File: src/rtl/clken_pkg.sv
// Shared constants and helpers for the clock-enable counter generator.
// Build option: define CLKEN_CNT_SAT_EN to make the event counter saturate
// at its limits instead of wrapping modulo 2**CNT_W.
package clken_pkg;

    // Default configuration: 8-bit divide ratio, 4-bit event counter and a
    // divide-by-20 tick after reset, matching the fixed design this replaces.
    localparam int CLKEN_DIV_W   = 8;
    localparam int CLKEN_CNT_W   = 4;
    localparam int CLKEN_DIV_RST = 20;

    // Count direction encoding of the cnt_dir input.
    localparam logic CNT_UP = 1'b0;
    localparam logic CNT_DN = 1'b1;

    // Value a width-bit counter cannot move past in the given direction:
    // all-ones when counting up, zero when counting down. Width must lie
    // in 1..32; callers cast the result to their own counter width.
    function automatic logic [31:0] cnt_limit(input int unsigned width,
                                              input logic        dir);
        logic [31:0] all_ones;
        all_ones = 32'hFFFF_FFFF >> (32 - width);
        if (dir == CNT_DN) begin
            return 32'd0;
        end
        return all_ones;
    endfunction

endpackage : clken_pkg

File: src/rtl/clken_prescaler.sv
// Runtime-programmable prescaler: emits a registered one-cycle enable pulse
// every div_r system clocks while run is high. A div_load strobe latches a
// new ratio (0 is treated as 1) and restarts the period from zero.
module clken_prescaler
    import clken_pkg::*;
#(
    parameter int DIV_W   = CLKEN_DIV_W,
    parameter int DIV_RST = CLKEN_DIV_RST
) (
    input  logic             clk,
    input  logic             rst_n,
    input  logic             run_i,
    input  logic [DIV_W-1:0] div_val_i,
    input  logic             div_load_i,
    output logic             clk_en_o
);

    localparam logic [DIV_W-1:0] DIV_RST_V = DIV_W'(DIV_RST);
    localparam logic [DIV_W-1:0] ONE       = DIV_W'(1);

    logic [DIV_W-1:0] div_q;
    logic [DIV_W-1:0] div_d;
    logic [DIV_W-1:0] divcnt_q;
    logic [DIV_W-1:0] divcnt_d;
    logic             clk_en_q;
    logic             clk_en_d;
    logic             term;

    // Last count of the current period; div_q is never zero so this cannot
    // underflow.
    assign term = (divcnt_q == (div_q - ONE));

    // Next-state: a load beats counting and discards any terminal count that
    // happens to coincide with it; with run low everything holds and the
    // enable drops.
    always_comb begin
        div_d    = div_q;
        divcnt_d = divcnt_q;
        clk_en_d = 1'b0;
        if (div_load_i) begin
            div_d    = (div_val_i == '0) ? ONE : div_val_i;
            divcnt_d = '0;
            clk_en_d = 1'b0;
        end else if (run_i) begin
            divcnt_d = term ? '0 : (divcnt_q + ONE);
            clk_en_d = term;
        end
    end

    // State registers, cleared asynchronously to the reset ratio.
    always_ff @(posedge clk or negedge rst_n) begin
        if (!rst_n) begin
            div_q    <= DIV_RST_V;
            divcnt_q <= '0;
            clk_en_q <= 1'b0;
        end else begin
            div_q    <= div_d;
            divcnt_q <= divcnt_d;
            clk_en_q <= clk_en_d;
        end
    end

    assign clk_en_o = clk_en_q;

endmodule : clken_prescaler

File: src/rtl/clken_counter_gen.sv
// Common slow-tick source: a programmable prescaler feeding an up/down event
// counter with synchronous clear and a registered wrap pulse. No derived
// clocks are produced; everything runs on clk.
// Build option: CLKEN_CNT_SAT_EN selects a saturating counter (wrap then
// flags a counting edge that arrives at the limit); otherwise the counter
// wraps modulo 2**CNT_W. The port list is the same in both builds.
module clken_counter_gen
    import clken_pkg::*;
#(
    parameter int DIV_W   = CLKEN_DIV_W,
    parameter int CNT_W   = CLKEN_CNT_W,
    parameter int DIV_RST = CLKEN_DIV_RST
) (
    input  logic             clk,
    input  logic             rst_n,
    input  logic             run,
    input  logic [DIV_W-1:0] div_val,
    input  logic             div_load,
    input  logic             cnt_dir,
    input  logic             cnt_clr,
    output logic             clk_en,
    output logic [CNT_W-1:0] syscnt,
    output logic             wrap
);

    localparam logic [CNT_W-1:0] ONE = CNT_W'(1);

    logic             tick;
    logic [CNT_W-1:0] cnt_q;
    logic [CNT_W-1:0] cnt_d;
    logic             wrap_q;
    logic             wrap_d;
    logic [CNT_W-1:0] limit;
    logic             at_limit;

    clken_prescaler #(
        .DIV_W   (DIV_W),
        .DIV_RST (DIV_RST)
    ) u_prescaler (
        .clk        (clk),
        .rst_n      (rst_n),
        .run_i      (run),
        .div_val_i  (div_val),
        .div_load_i (div_load),
        .clk_en_o   (tick)
    );

    // Boundary the counter is about to cross in the current direction.
    assign limit    = CNT_W'(cnt_limit(CNT_W, cnt_dir));
    assign at_limit = (cnt_q == limit);

    // Next-state: clear beats counting; a tick only counts while run is
    // still high, so a pulse pending when run falls is dropped.
    always_comb begin
        cnt_d  = cnt_q;
        wrap_d = 1'b0;
        if (cnt_clr) begin
            cnt_d  = '0;
            wrap_d = 1'b0;
        end else if (tick && run) begin
            if (at_limit) begin
                wrap_d = 1'b1;
`ifdef CLKEN_CNT_SAT_EN
                cnt_d  = cnt_q;
`else
                cnt_d  = (cnt_dir == CNT_DN) ? {CNT_W{1'b1}} : '0;
`endif
            end else if (cnt_dir == CNT_DN) begin
                cnt_d = cnt_q - ONE;
            end else begin
                cnt_d = cnt_q + ONE;
            end
        end
    end

    // Counter and wrap-flag registers.
    always_ff @(posedge clk or negedge rst_n) begin
        if (!rst_n) begin
            cnt_q  <= '0;
            wrap_q <= 1'b0;
        end else begin
            cnt_q  <= cnt_d;
            wrap_q <= wrap_d;
        end
    end

    assign clk_en = tick;
    assign syscnt = cnt_q;
    assign wrap   = wrap_q;

endmodule : clken_counter_gen

File: config.mk
export PLATFORM = sky130hd
export DESIGN_NAME = clken_counter_gen
export DESIGN_NICKNAME = d
export VERILOG_FILES = /design/src/rtl/clken_pkg.sv /design/src/rtl/clken_prescaler.sv /design/src/rtl/clken_counter_gen.sv
export SDC_FILE = /design/constraint.sdc
export NUM_CORES = 1
export LEC_CHECK = 0
export CAP_MARGIN = 20
export CORE_AREA = 2 2 49 60
export CTS_CLUSTER_SIZE = 20
export DETAILED_ROUTE_END_ITERATION = 8
export DIE_AREA = 0 0 51 62
export GPL_TIMING_DRIVEN = 1
export PLACE_DENSITY = 0.83
export SKIP_LAST_GASP = 1
export SLEW_MARGIN = 30
export SYNTH_ARGS = -nofsm -noshare
export SYNTH_HDL_FRONTEND = slang
export SYNTH_SLANG_ARGS = --single-unit
File: constraint.sdc
create_clock -name clk -period 6.1 [get_ports clk]
set_clock_uncertainty 0.1 [all_clocks]
set_input_delay 0.915 -clock clk [delete_from_list [all_inputs] [get_ports clk]]
set_output_delay 0.915 -clock clk [all_outputs]
set_load 0.01 [all_outputs]
* Word-level counts from Yosys, hierarchy flattened
Cells that the tools add are included.
W data, S select, Z words.
** Cells by class
- $add $sub $neg :: 4
- Eq/ne operators :: 2
- Multiplexer cells :: 17
- Reductions and logical operators :: 4
** Operator list (count)
- $mux W8 :: 4
- $mux W4 :: 7
- $add A8 B1 Y8 const B :: 1
- $eq A8 B8 Y1 :: 1
- $logic_not A8 Y1 :: 1
- $sub A8 B1 Y8 const B :: 1
- $mux W1 :: 6
- $add A4 B1 Y4 const B :: 1
- $eq A4 B4 Y1 :: 1
- $reduce_bool A2 Y1 :: 2
- $sub A4 B1 Y4 const B :: 1
- $logic_and A1 B1 Y1 :: 1
** Word-level totals
- Flip-flop bits (word level) :: 22
- Input bits :: 14
- Output and inout port bits :: 6
- Word-level logic and storage cells :: 32

* Longest topological paths before layout
- Depth after elaboration :: 6
- Gate-level depth with buffers :: 8
- Gate-level depth less buffers :: 8

* Modules after synthesis
From an unflattened synthesis, not the netlist that was laid out.
** Unflattened totals
- Cell total of the unflattened synthesis :: 148
- Area, all modules :: 1435.1 µm²
** By module, submodules not included
- clken_prescaler :: instances 1, cells an instance 106, area an instance 1053.5 µm², seq. area each 427.9 µm²
- clken_counter_gen :: instances 1, cells an instance 42, area an instance 381.6 µm², seq. area each 125.1 µm²

* Worst setup path after synthesis
No wires, ideal clock.
- Path type :: input to register
- Start point :: input port cnt_dir
- End point :: register cnt_q[3] (netlist: syscnt[3])
- Setup time :: 0.121 ns
- Data arrival time :: 2.016 ns
- Required time :: 5.879 ns
- Slack :: 3.863 ns
- Cell stages on the path :: 6
- Path buffers :: 0
- Path through :: ha_1 > a21o_1 > a21oi_1 > xnor2_1 > o21ai_0 > a22o_1
** Between the ends
- Word-level cells in the longest chain between the ends :: 6
- Elaborated cells between the ends (all ways) :: 8
- Classes of those cells :: 1 x eq/ne; 7 x mux
** Ends and longest elaborated chain
- from (decl) :: RTL line clken_counter_gen.sv:19 : input logic cnt_dir,
- $mux W1 :: RTL line clken_pkg.sv:23 : if (dir == CNT_DN) begin
- $mux W4 :: RTL line clken_pkg.sv:26 : return all_ones;
- $eq A4 B4 Y1 :: RTL line clken_counter_gen.sv:50 : assign at_limit = (cnt_q == limit);
- $mux W4 * :: RTL line clken_counter_gen.sv:61 : if (at_limit) begin
- $mux W4 * :: RTL line clken_counter_gen.sv:60 : end else if (tick && run) begin
- $mux W4 * :: RTL line clken_counter_gen.sv:57 : if (cnt_clr) begin
- to (signal assigned) :: RTL line clken_counter_gen.sv:82 : cnt_q <= cnt_d;
- to (decl) :: RTL line clken_counter_gen.sv:29 : logic [CNT_W-1:0] cnt_q;
Every way passes the cells marked *; elsewhere a longest branch is shown, timed or not. The select of a mux whose other input is x is not followed.
A chain may end at the register's enable or synchronous reset.

* Final worst setup path
Same ends and word-level chain as after synthesis.

==> flow_summary.toml <==
[setup_path]
startpoint_type = "input pin"
endpoint_kind = "flop"
crit_required_ps = 6200
path_max_fanout = 4
critPathKind = "in2reg"
arrival_ps = 2590

[power_and_ir_drop]
p_comb_frac = 0.188
switching_share = 0.274
p_leak_uw = 0.000685
p_switching_uw = 81.7
pwr-share-seq = 0.544
pwr-share-clk = 0.268
p_int_uw = 217
irDropWorstVdd_mv = 0.101
p_per_area_nw_per_um2 = 184

[synthesis]
syn_avg_cell_area_um2 = 10.1
synthesis.area_um2 = 1370
ys_async_sr_fraction = 1.00
synth_top_cell_by_area = "dfrtp_1"
syn_nets = 154
ys_top_cells_by_area = "dfrtp_1 37%, xnor2_1 6.4%, xor2_1 5.1%"
syn_inst = 135
yosysSeqAreaShare = 0.404
ys_seq_elements = 22
synth-edff-count = 0
yosysUniqueCellTypes = 40
synth_top_area_frac = 0.366
synth_flop_cell = "dfrtp_1"
yosys_warnings = 0

[clock_network]
clock_path_buffers = 2
numCtsBuffers = 3
h-tree-depth = 1
cts-root-buf = "clkbuf_4"
postCtsHoldBufs = 0
cts_setup_buffers = 0
cts_resized = 0
clock_latency_ps = 300
clkSlewWorstSetupHoldPaths_ps = 120
cts.sinks = 22
cts_tree = "yes"

[placement]
portBuffers = 19
hpwl_mm = 2.20
gp_congestion = 0.825
dpl_worst_slack_ps = 3290

[cells_and_area]
area_delta_synth_final_pct = 18.5
drive_gt1_frac = 0.155
fillCellCount = 233
num_antenna_cells = 0
multiInputGateArea_um2 = 773
fin_nets = 175
seqCellArea_um2 = 553

[floorplan]
num_rows = 21
pin_count = 20
die_h_um = 62
chipWidth_um = 51
core-area_um2 = 2650
die_area_um2 = 3160
initial_core_util = 0.515

[routing]
wirelength_mm = 2.83
vias = 1078
avgRoutedWirePerCell_um = 14.9
avgViaCountPerCell = 5.70
drtPass1Iterations = 4
drc = 0
drt-initial-drc-count = 14
antenna_left = 0

[global_routing]
grt_max_degree = 23
antenna_found_initial = 0
grt_overflow = 0
grt_pass1_wl_mm = 4.97
first_global_vias = 1161
grt_usage = 0.208

[timing]
setup_tns_ps = 0
final.min_clock_period_ps = 2490
hold_viol_final = 0
rsz0062_at_grt = "false"
finalSetupViolations = 0
fmax_mhz = 402
slew_violations = 0
fin_crit_sh = 0.407
worstMarginPinSlew_ps = 838
max_slew_margin = 0.439
fin_ws_ps = 3610

[outcome]
status = "completed"

[flow_run]
max_cap_violations = 0

[hold_path]
min_path_type = "reg2reg"
-- sequential cells by signal, summed over array words and instances, names as in the netlist --
signal	count
syscnt	4
u_prescaler.clk_en_o	1
u_prescaler.div_q	8
u_prescaler.divcnt_q	8
wrap	1
-- metrics by stage --
stage / cell area (um^2) / total power, uW / hold slack [ps] / std cells / utilization
after floorplan: 1370 / 201 / 396 / 135 / -
after global placement: 1590 / 219 / 421 / 185 / 0.599
after detailed placement: 1590 / 222 / 424 / 185 / 0.599
after CTS: 1630 / 302 / 448 / 189 / 0.612
after global routing: 1620 / 316 / 474 / 189 / 0.611
final: 1620 / 299 / 444 / 189 / 0.611
-- routing by layer --
metal,track usage,vias to the layer above,share of wire
li1,-,522,-
met1,0.225,532,0.41
met2,0.404,20,0.55
met3,0.0359,4,0.035
met4,0.0811,0,0.013
met5,0,-,0
-- power by group through the flow --
stage | sequential, uW | clock (uW) | combinational (uW)
finish | 163 | 80.0 | 56.0
global route | 164 | 89.6 | 62.4
CTS | 162 | 82.7 | 56.9
detailed placement | 165 | 0 | 56.8
global placement | 165 | 0 | 54.4
floorplan | 163 | 0 | 38.0
-- layout by cell type, fill, tap and decap left out, types with 2 or more instances in the layout --
cell             count
xor2_1               8
nor2_1               5
nor2b_1              3
clkdlybuf4s50_1     18
nor3_2               5
inv_1                8
a22o_1               3
a21oi_1              5
o21ai_0              5
nor3_1               6
a21o_1               3
nand3_1              3
dfstp_2              2
nand4_1              2
mux2_2               5
ha_1                 4
o31ai_1              2
nand2_1             11
dfrtp_1             20
clkbuf_4             3
xnor2_1             10
and3_1               3
-- Yosys cell counts, drive strengths merged (3+ instances only) --
cell type	number
a21o	3
a21oi	5
a22o	3
and3	3
clkbuf	3
dfrtp	20
ha	4
inv	8
mux2	5
nand2	11
nand3	3
nor2	5
nor2b	3
nor3	12
nor4	3
o21ai	7
xnor2	10
xor2	8
-- kinds of logic after synthesis --
kind of cell               Yosys count  synth area share
AOI/OAI and AO/OA                   27             0.136
xor gates and xnor gates            18             0.115
adders and majority gates            5            0.0512
buffers and inverters               11            0.0302
DFF                                 22             0.404
muxes                                5            0.0412
and+or+nand+nor                     47             0.221
-- layout make-up --
cell class | count | area share
flip-flops and latches | 22 | 0.341
inverters | 8 | 0.0185
well taps | 34 | 0.0263
multi-input cells | 102 | 0.477
repair buffers | 19 | 0.114
clock buffers | 4 | 0.0224
-- worst paths after layout --
kind | startpoint | end | slack, ps | depth (start not counted)
setup / recovery | cnt_dir | syscnt[3] | 3610 | 7
hold / removal | u_prescaler.div_q[4] | u_prescaler.div_q[4] | 440 | 2
setup reg to reg | u_prescaler.div_q[0] | u_prescaler.divcnt_q[1] | 3820 | 8
hold reg to reg | u_prescaler.div_q[4] | u_prescaler.div_q[4] | 440 | 2
max in group asynchronous | rst_n | u_prescaler.div_q[2] | 5080 | 1
min in group asynchronous | rst_n | u_prescaler.divcnt_q[4] | 460 | 1
-- worst max-delay path, stage by stage --
cell and delay, ps:
clkdlybuf4s50_1 450, ha_1 360, a21o_1 200, a21oi_1 160, xnor2_1 150, o21ai_0 100, a22o_1 240
Note: power is estimated with default switching activity, not from simulation.
